### config.mk
export PLATFORM = sky130hd
export DESIGN_NAME = univ_update_reg
export DESIGN_NICKNAME = d
export VERILOG_FILES = /design/src/rtl/univ_update_reg.sv
export SDC_FILE = /design/constraint.sdc
export NUM_CORES = 1
export LEC_CHECK = 0
export CORE_MARGIN = 5
export CORE_UTILIZATION = 51
export DETAILED_ROUTE_END_ITERATION = 8
export PLACE_DENSITY = 0.79
export SLEW_MARGIN = 20
export SYNTH_ARGS = -nofsm -noshare
export SYNTH_HDL_FRONTEND = slang
export SYNTH_SLANG_ARGS = --single-unit
export TNS_END_PERCENT = 50
### constraint.sdc
create_clock -name clk -period 2.9 [get_ports clk]
set_input_delay 0.58 -clock clk [delete_from_list [all_inputs] [get_ports clk]]
set_output_delay 0.58 -clock clk [all_outputs]
set_load 0.01 [all_outputs]
### src/rtl/univ_update_reg.sv
// Universal WIDTH-bit register: hold, load, shift, rotate, increment and
// decrement, with change flag, saturating change counter, wrap pulse and a
// serial-out bit.
module univ_update_reg #(
  parameter int unsigned WIDTH = 4,
  parameter int unsigned CNT_W = 8
) (
  input  logic             clk,
  input  logic             reset,
  input  logic             en,
  input  logic [2:0]       mode,
  input  logic [WIDTH-1:0] d,
  input  logic             sin,
  output logic [WIDTH-1:0] q,
  output logic             sout,
  output logic             changed,
  output logic [CNT_W-1:0] upd_cnt,
  output logic             cnt_sat,
  output logic             wrapped
);

  localparam logic [2:0] MODE_HOLD = 3'b000;
  localparam logic [2:0] MODE_LOAD = 3'b001;
  localparam logic [2:0] MODE_SHL  = 3'b010;
  localparam logic [2:0] MODE_SHR  = 3'b011;
  localparam logic [2:0] MODE_ROL  = 3'b100;
  localparam logic [2:0] MODE_ROR  = 3'b101;
  localparam logic [2:0] MODE_INC  = 3'b110;
  localparam logic [2:0] MODE_DEC  = 3'b111;

  logic [WIDTH-1:0] r_q;
  logic             r_sout;
  logic             r_changed;
  logic [CNT_W-1:0] r_cnt;
  logic             r_sat;
  logic             r_wrapped;

  logic [WIDTH-1:0] w_q_nxt;
  logic             w_sout_nxt;
  logic             w_wrap_nxt;
  logic             w_chg;
  logic [CNT_W-1:0] w_cnt_nxt;

  // Next register value, serial-out bit and wrap detection for the selected mode.
  always_comb begin
    w_q_nxt    = r_q;
    w_sout_nxt = r_sout;
    w_wrap_nxt = 1'b0;
    if (en) begin
      case (mode)
        MODE_HOLD: w_q_nxt = r_q;
        MODE_LOAD: w_q_nxt = d;
        MODE_SHL: begin
          w_q_nxt    = {r_q[WIDTH-2:0], sin};
          w_sout_nxt = r_q[WIDTH-1];
        end
        MODE_SHR: begin
          w_q_nxt    = {sin, r_q[WIDTH-1:1]};
          w_sout_nxt = r_q[0];
        end
        MODE_ROL: begin
          w_q_nxt    = {r_q[WIDTH-2:0], r_q[WIDTH-1]};
          w_sout_nxt = r_q[WIDTH-1];
        end
        MODE_ROR: begin
          w_q_nxt    = {r_q[0], r_q[WIDTH-1:1]};
          w_sout_nxt = r_q[0];
        end
        MODE_INC: begin
          w_q_nxt    = r_q + WIDTH'(1);
          w_wrap_nxt = (r_q == '1);
        end
        MODE_DEC: begin
          w_q_nxt    = r_q - WIDTH'(1);
          w_wrap_nxt = (r_q == '0);
        end
        default: w_q_nxt = r_q;
      endcase
    end
  end

  // Change detection and saturating counter update.
  always_comb begin
    w_chg     = (w_q_nxt != r_q);
    w_cnt_nxt = r_cnt;
    if (w_chg && (r_cnt != '1)) begin
      w_cnt_nxt = r_cnt + CNT_W'(1);
    end
  end

  // State registers; saturation flag is registered alongside the counter.
  always_ff @(posedge clk or posedge reset) begin
    if (reset) begin
      r_q       <= '0;
      r_sout    <= 1'b0;
      r_changed <= 1'b0;
      r_cnt     <= '0;
      r_sat     <= 1'b0;
      r_wrapped <= 1'b0;
    end else begin
      r_q       <= w_q_nxt;
      r_sout    <= w_sout_nxt;
      r_changed <= w_chg;
      r_cnt     <= w_cnt_nxt;
      r_sat     <= (w_cnt_nxt == '1);
      r_wrapped <= w_wrap_nxt;
    end
  end

  assign q       = r_q;
  assign sout    = r_sout;
  assign changed = r_changed;
  assign upd_cnt = r_cnt;
  assign cnt_sat = r_sat;
  assign wrapped = r_wrapped;

endmodule
# Yosys cells after proc, flatten, opt, wreduce, memory -nomap -nowiden
# Cells that the tools add are included.
[classes]
addsub = 3
n_reduce_logical = 7
eq_ne = 11
muxes = 6
[ops]
columns = ["operator", "n"]
rows = [
  ["one-hot mux 4 bit (8 select lines)", 1],
  ["== test 3 bit (second input constant)", 4],
  ["adder 8 x 1 -> 8 bit (second input constant)", 1],
  ["== test 8 bit (second input constant)", 1],
  ["2-to-1 mux 8 bit", 1],
  ["!= test 8 bit (second input constant)", 1],
  ["== test 3 x 2 -> 1 bit (second input constant)", 2],
  ["adder 4 x 1 -> 4 bit (second input constant)", 1],
  ["== test 4 bit (second input constant)", 1],
  ["zero test 4 bit", 1],
  ["2-to-1 mux 4 bit", 1],
  ["!= test 4 bit", 1],
  ["one-hot mux 1 bit (2 select lines)", 2],
  ["OR reduction 2 bit", 2],
  ["subtractor 4 x 1 -> 4 bit (second input constant)", 1],
  ["== test 3 x 1 -> 1 bit (second input constant)", 1],
  ["zero test 3 bit", 1],
  ["AND reduction 2 bit", 1],
  ["nonzero test 2 bit", 1],
  ["logical AND 1 bit", 1],
  ["2-to-1 mux 1 bit", 1],
]
[word_totals]
ff_bits = 16
wordCells = 33
input_bits = 11
out_inout_bits = 16

# Longest topological paths before layout
# Gate-level depths: netlist of the first run.
[depth]
ltp_word = 7
ltp_mapped = 14
depth_no_buf = 13

# Worst setup path after synthesis of the first run
# OpenSTA, ideal clock, no wires.
[synth_path]
kind = "input to register"
start = "in mode[2]"
end = "reg r_sat (netlist: cnt_sat)"
setup_slack_ns = -0.291
setup_ns = 0.096
stages = 14
path_buffers = 1
t_arrival_ns = 3.096
required_ns = 2.804
path_cell_list = "buf_4 -> inv_1 -> nor2_1 -> nand2_1 -> xnor2_1 -> ha_1 -> nor2_2 -> mux2i_1 -> xnor2_1 -> a221o_1 -> a22oi_2 -> a311oi_1 -> a221o_1 -> nor4_2"
[synth_via]
elab_chain_len = 7
elab_cells_between_ends = 14
cone_classes = "eq/ne (9); mux (3); reduce/logical (2)"
[synth_lines]
columns = ["item", "line_no", "rtl"]
rows = [
  ["from (decl)", "11", "input logic [2:0] mode,"],
  ["== test 3 bit, or another cell as far along", "50", "case (mode)"],
  ["one-hot mux 4 bit (8 select lines) *", "50", ""],
  ["2-to-1 mux 4 bit *", "49", "if (en) begin"],
  ["!= test 4 bit *", "84", "w_chg = (w_q_nxt != r_q);"],
  ["logical AND 1 bit *", "86", "if (w_chg && (r_cnt != '1)) begin"],
  ["2-to-1 mux 8 bit *", "86", ""],
  ["== test 8 bit *", "105", "r_sat <= (w_cnt_nxt == '1);"],
  ["to (signal assigned)", "105", ""],
  ["to (decl)", "35", "logic r_sat;"],
]
# Mark *: on every way between the ends. The rest lies on a longest branch, timed or not.
# A chain may end at the register's enable or synchronous reset.

# Worst setup path in the final report of the first run
# Ends and elaborated chain as after synthesis.

==> results.yml, run 1 <==
outcome:
  status: "complete, no violations"
synth:
  synth_nets: 162
  synth-seq-cells: 16
  yosysMostFrequentCell: "dfrtp_1"
  synth-seq-area-share_pct: 29.49
  synth_area_leaders: "dfrtp_1 (29%), mux2i_1 (5.9%), buf_6 (4.1%)"
  synthCells: 149
  synthArstFlopShare_pct: 100.0
  avgSynthCellArea_um2: 9.111
  synth_edf_count: 0
  synth_flop_cell: "dfrtp_1"
  synth_area_mm2: 0.001358
  synth_top_cell_area_share_pct: 29.49
  synth_common_cells: "dfrtp_1 (16), nor2_1 (11), inv_1 (10)"
  netlist.top_cell.by_area: "dfrtp_1"
  synth_warnings: 0
  ys_types: 56
detailed_routing:
  avgRoutedWirePerCell_um: 17.06
  num_vias: 1451
  dr.pass1.iters: 4
  drt-total-wl_um: 4094
  drcViolationCount: 0
  drtAntennaViolNets: 0
  drt_iter0_markers: 51
  vias_per_cell: 6.046
worst_setup_path:
  crit_path_end_kind: "register"
  rr_worst_depth: 12
  rrSetupSlack_ns: 0.15
  crit_fanout: 7
  cpMostUsedCell: "buf_4"
  worst-path-stages: 15
  cp.required_ns: 3.11
  crit_start: "mode[2]"
  crit_slowest_cell: "o311ai_0"
  cp_top_family: "compound AO/OA/AOI/OAI gates"
  crit_chain: "buf_6 -> inv_2 -> buf_4 -> buf_4 -> buf_4 -> buf_4 -> buf_4 -> o311ai_0 -> a221o_1 -> buf_4 -> a22oi_2 -> buf_6 -> a2111oi_4 -> o221ai_1 -> nor4_2"
  timing.rr.start: "q[1]"
  rr_endpoint: "cnt_sat"
  cp.arrival_ns: 3.09
  slowest_delay_ns: 0.41
  cp-start-kind: "primary input"
  crit_buf_inv: 9
  worstSetupPathType: "in -> reg"
  crit_end: "cnt_sat"
cells_and_area:
  final_nets: 224
  syn2layout_area_growth_pct: 45.81
  diodes: 0
  layout-drive-gt1-share_pct: 35.71
  stdcell_count: 240
global_route:
  grtUsageTotal_pct: 22.30
  grt_pass1_vias: 1479
  grt.overflow.total: 0
  grt_max_degree: 17
  antenna_found_initial: 0
  grt_pass1_wl_um: 6403
power:
  switching_share_pct: 41.09
  leakagePower_nw: 0.8804
  power_density_mw_per_mm2: 702.6
  p_int_uw: 819.3
  p_clk_share_pct: 11.1
  combinationalPowerShare_pct: 58.8
  seqPwrFrac_pct: 30.1
  p_total_mw: 1.391
  ir_worst_vdd_mv: 0.6154
  power.switching_uw: 571.4
timing:
  setup_tns_ns: 0
  hold_viol_final: 0
  clock_skew_ns: 0.005143
  final-setup-viol-count: 0
  final_max_slew_viol_count: 0
  finalCritPeriodShare_pct: 99.28
  grt_setup_unrepaired: "true"
  max_slew.worst_pin.slew_ns: 0.6160
  fmax_ghz: 0.3473
  slew_headroom_pct: 58.89
  min_period_ns: 2.879
cts:
  clock_sinks: 16
  cts_root_buf: "clkbuf_4"
  cts_htree_levels: 1
  cts_inserted_buffers: 3
  clk_latency_ns: 0.30
  cts_hold_buffers: 0
  cts_tree: "yes"
  clk_pin_slew_ns: 0.10
  cts_buffer_depth: 2
run:
  max-cap-violations: 0
die:
  fp.dieW_um: 61.60
  core_area_mm2: 0.002522
  placementRows: 18
  io_pins: 27
  start_util_pct: 53.82
  die_h_um: 61.60
  die_area_mm2: 0.003794
placement:
  io_buffers: 26
  gp_congestion: 0.9143
  dp.cells: 226
  hpwlAfterDp_um: 2818
worst_hold_path:
  min-delay-path-class: "reg -> reg"
## kinds of logic after synthesis
| kind of cell | after synthesis | share of synthesized area, % |
|---|---|---|
| buffers and inverters | 18 | 8.386 |
| flip-flops | 16 | 29.49 |
| AND/OR/NAND/NOR | 53 | 22.95 |
| adder cells (fa/ha/maj) | 2 | 1.843 |
| AO/OA/AOI/OAI | 43 | 25.07 |
| multiplexers | 10 | 7.742 |
| XOR/XNOR | 7 | 4.516 |
## power by group through the flow
stage | Clock [mW] | Combinational, mW | Sequential, mW
4_1_cts | 0.154 | 0.773 | 0.413
3_3_place_gp | 0 | 0.708 | 0.403
3_5_place_dp | 0 | 0.734 | 0.412
2_1_floorplan | 0 | 0.406 | 0.413
6_report | 0.154 | 0.818 | 0.419
5_1_grt | 0.171 | 0.886 | 0.431
## how the worst min path moves through the flow
| stage | startpoint | end | slack, ns | depth (start not counted) |
|---|---|---|---|---|
| CTS | upd_cnt[3] | upd_cnt[3] | 0.56 | 1 |
| detailed placement | upd_cnt[4] | upd_cnt[4] | 0.55 | 1 |
| global route | sout | sout | 0.56 | 2 |
| finish | sout | sout | 0.53 | 2 |
| global placement | sout | sout | 0.49 | 2 |
| floorplan | reset | changed | 0.49 | 1 |
## placed cells by master (no fill, tap or decap), types with 2 or more instances in the layout
master and instances:
nand4b_1 2, and2_1 3, o221ai_1 2, o31ai_1 2
nand2b_1 3, a211oi_1 2, buf_4 37, a21oi_1 8
and3_2 2, a22oi_2 2, buf_6 3, clkbuf_4 3
dfrtp_1 15, clkdlybuf4s50_1 23, xor2_1 2, nor2_1 10
a221o_1 4, nand3_1 5, xnor2_1 4, nand2_2 2
inv_1 8, o21ai_0 4, and3_1 3, nand2_1 8
mux2i_1 8, nor2b_1 2, nand3b_1 2
## metrics by stage
step / setup WS [ns] / cell area, um2 / hold slack, ns / util [%]
2_1_floorplan: -0.1096 / 1371 / 0.4937 / -
3_3_place_gp: -0.5170 / 1807 / 0.4874 / 71.63
3_5_place_dp: -0.6402 / 1807 / 0.5480 / 71.63
4_1_cts: 0.01312 / 1908 / 0.5618 / 75.64
5_1_grt: -0.07146 / 1979 / 0.5644 / 78.47
6_report: 0.02076 / 1979 / 0.5340 / 78.47
## final cells by class
class / count / area (um2)
clock buffer: 4 / 36.28
fill: 174 / 543.0
inverter: 10 / 40.04
multi-input combinational: 115 / 902.1
sequential: 16 / 401.6
tap: 30 / 37.54
timing repair buffer: 65 / 561.8
## routing by layer
layer / wire length [um] / part of all wire, % / global-route usage [%]
met1: 1486 / 36 / 22.39
met4: 146 / 3.6 / 10.91
met5: 0 / 0 / 0
met3: 209 / 5.1 / 2.516
met2: 2252 / 55 / 44.25
## worst min-delay path: cells and delay by family, from the launching register on
family | cells | cell delay, ns
compound gates | 2 | 0.15
flops | 1 | 0.36
## what timing repair did
action                     4_1_cts  5_1_grt
setup endpoints to repair        9        3
buffers inserted                 7        3
pin swaps                       10       10
gates resized for setup         14       14
## state kept, by name, indices dropped and copies added (netlist names)
name     count
changed      1
cnt_sat      1
q            4
sout         1
upd_cnt      8
wrapped      1
Power figures use the tool's default switching activity.
==> run 2, diff against run 1 <==
--- a/config.mk
+++ b/config.mk
@@ -5,11 +5,11 @@
 export SDC_FILE = /design/constraint.sdc
 export NUM_CORES = 1
 export LEC_CHECK = 0
-export CORE_MARGIN = 5
+export CORE_MARGIN = 2
 export CORE_UTILIZATION = 51
 export DETAILED_ROUTE_END_ITERATION = 8
 export PLACE_DENSITY = 0.79
-export SLEW_MARGIN = 20
+export SLEW_MARGIN = 10
 export SYNTH_ARGS = -nofsm -noshare
 export SYNTH_HDL_FRONTEND = slang
 export SYNTH_SLANG_ARGS = --single-unit
==> run 2 against run 1 <==
Sequential share of layout area is 1.0 points higher. Routed wire length down 7.7%. Clock skew is 0.00097 ns lower. Final cell count decreased by 4.2%. Critical endpoint unchanged. First-iteration DRC count fell by 2.0%. Global-route usage increased by 3.8 points. Critical path type unchanged.
==> results.yml, run 2 (synthesis gave the netlist of run 1 again) <==
cts:
  clock_sinks: 16
  cts_root_buf: "clkbuf_4"
  clk_pin_slew_ns: 0.10
  cts_tree: "yes"
  cts_inserted_buffers: 3
  clk_latency_ns: 0.29
  cts_htree_levels: 1
  cts_buffer_depth: 2
power:
  combinationalPowerShare_pct: 59.6
  ir_worst_vdd_mv: 0.5068
  power.switching_uw: 555.9
  seqPwrFrac_pct: 31.3
  power_density_mw_per_mm2: 705.1
  leakagePower_nw: 0.8280
  p_clk_share_pct: 9.1
  p_int_uw: 768.4
  switching_share_pct: 41.98
global_route:
  grt_pass1_wl_um: 6354
  grt.overflow.total: 0
  grt_max_degree: 17
  antenna_found_initial: 0
  grt_pass1_vias: 1499
  grtUsageTotal_pct: 26.09
cells_and_area:
  diodes: 0
  layout_commonest_cell: "buf_4"
  utilization_pct: 75.13
  layout-drive-gt1-share_pct: 31.50
  stdcell_count: 230
  largest_reg_flops: 8
  multi_input_area_um2: 902.1
  ff_latch_area_um2: 400.4
  fillerInstances: 171
  syn2layout_area_growth_pct: 38.34
  final_cell_mix: "buf_4 (29), clkdlybuf4s50_1 (23), dfrtp_1 (16), nor2_1 (10)"
  final_nets: 215
placement:
  gp_congestion: 0.9730
  io_buffers: 26
  dp.cells: 223
  hpwlAfterDp_um: 2833
detailed_routing:
  num_vias: 1397
  drtAntennaViolNets: 0
  drt_iter0_markers: 50
  dr.pass1.iters: 4
  drt-total-wl_um: 3780
  avgRoutedWirePerCell_um: 16.43
  drcViolationCount: 0
  vias_per_cell: 6.074
die:
  fp.dieW_um: 55.60
  die_area_mm2: 0.003091
  die_h_um: 55.60
  start_util_pct: 54.30
  core_area_mm2: 0.002500
  io_pins: 27
  placementRows: 18
timing:
  grt_setup_unrepaired: "true"
  finalCritPeriodShare_pct: 97.02
  final_max_slew_viol_count: 0
  fmax_ghz: 0.3554
  hold_viol_final: 0
  clock_skew_ns: 0.004177
  min_period_ns: 2.814
  timing.hold.ws_ns: 0.5304
  final-setup-viol-count: 0
  max_slew.worst_pin.slew_ns: 0.6469
  slew_headroom_pct: 56.83
worst_setup_path:
  worstSetupPathType: "in -> reg"
  cp-start-kind: "primary input"
  crit_buf_inv: 2
  cp.arrival_ns: 3.02
  slowest_delay_ns: 0.36
  cp_top_family: "compound AO/OA/AOI/OAI gates"
  cp.required_ns: 3.10
  crit_path_end_kind: "register"
  cpMostUsedCell: "a221o_1"
  crit_slowest_cell: "a221o_1"
  crit_chain: "dlygate4sd2_1 -> nand2_2 -> xnor2_2 -> ha_2 -> a221o_1 -> mux2i_2 -> o2111a_4 -> buf_4 -> a211oi_1 -> a221o_1 -> nor4_2"
  crit_fanout: 6
outcome:
  status: "complete, no violations"
run:
  max-cap-violations: 0
worst_hold_path:
  min-delay-path-class: "reg -> reg"
## run 2: cell types whose count changed in the layout (fill, tap and decap cells not counted), sizes merged
cell         previous run  this run
buf                    41        32
clkbuf                  5         3
dlygate4sd2             0         1
## run 2: timing repair
item / in CTS / in global routing
setup buffers: 3 / 1
pin swaps: 9 / 4
resized for setup: 16 / 4
hold buffers: 0 / 0
endpoints found under the setup margin: 9 / 5
## run 2: worst paths after layout
path,start,to,slack (ns),cells after the start
max,mode[0],cnt_sat,0.09,11
min,sout,sout,0.53,2
max reg2reg,q[1],cnt_sat,0.18,9
min reg2reg,sout,sout,0.53,2
max in group asynchronous,reset,upd_cnt[4],1.80,2
min in group asynchronous,reset,wrapped,0.69,2
## run 2: worst reg2reg max path, delay by kind of cell, from the launching register on
family                     cells  cell delay, ns
adders and majority gates      1            0.28
muxes                          1            0.30
DFF                            1            0.47
and+or+nand+nor                1            0.23
AOI/OAI and AO/OA              4            1.06
buffers and inverters          1            0.13
xor gates and xnor gates       1            0.18
## run 2: layout make-up
type	count	area share [%]
inverters	10	1.999
repair buffers	56	25.45
multi-input cells	115	48.03
flip-flops and latches	16	21.32
clock buffers	3	1.199
well taps	30	1.999
## run 2: power by group through the flow
stage               logic (mW)  registers (mW)  clock network, mW
floorplan                0.406           0.413                  0
global placement         0.694           0.403                  0
detailed placement       0.724           0.410                  0
CTS                      0.758           0.409              0.123
global route             0.848           0.428              0.140
finish                   0.789           0.415              0.120
## run 2: layer usage
layer	vias to the layer above	GRT usage, %	routed length [um]
li1	657	-	-
met1	668	24.93	1399
met2	55	49.66	2109
met3	17	4.651	142
met4	0	17.77	128
met5	-	0	0
## run 2: metrics by stage
stage / power, mW / setup WS, ns / cell area (um2) / setup TNS, ns
after floorplan: 0.8193 / -0.1096 / 1371 / -0.1096
final: 1.324 / 0.08641 / 1878 / 0
after CTS: 1.291 / 0.04967 / 1849 / 0
after global routing: 1.415 / -0.08717 / 1878 / -0.1044
after detailed placement: 1.134 / -0.6370 / 1784 / -4.734
after global placement: 1.098 / -0.4980 / 1784 / -3.590
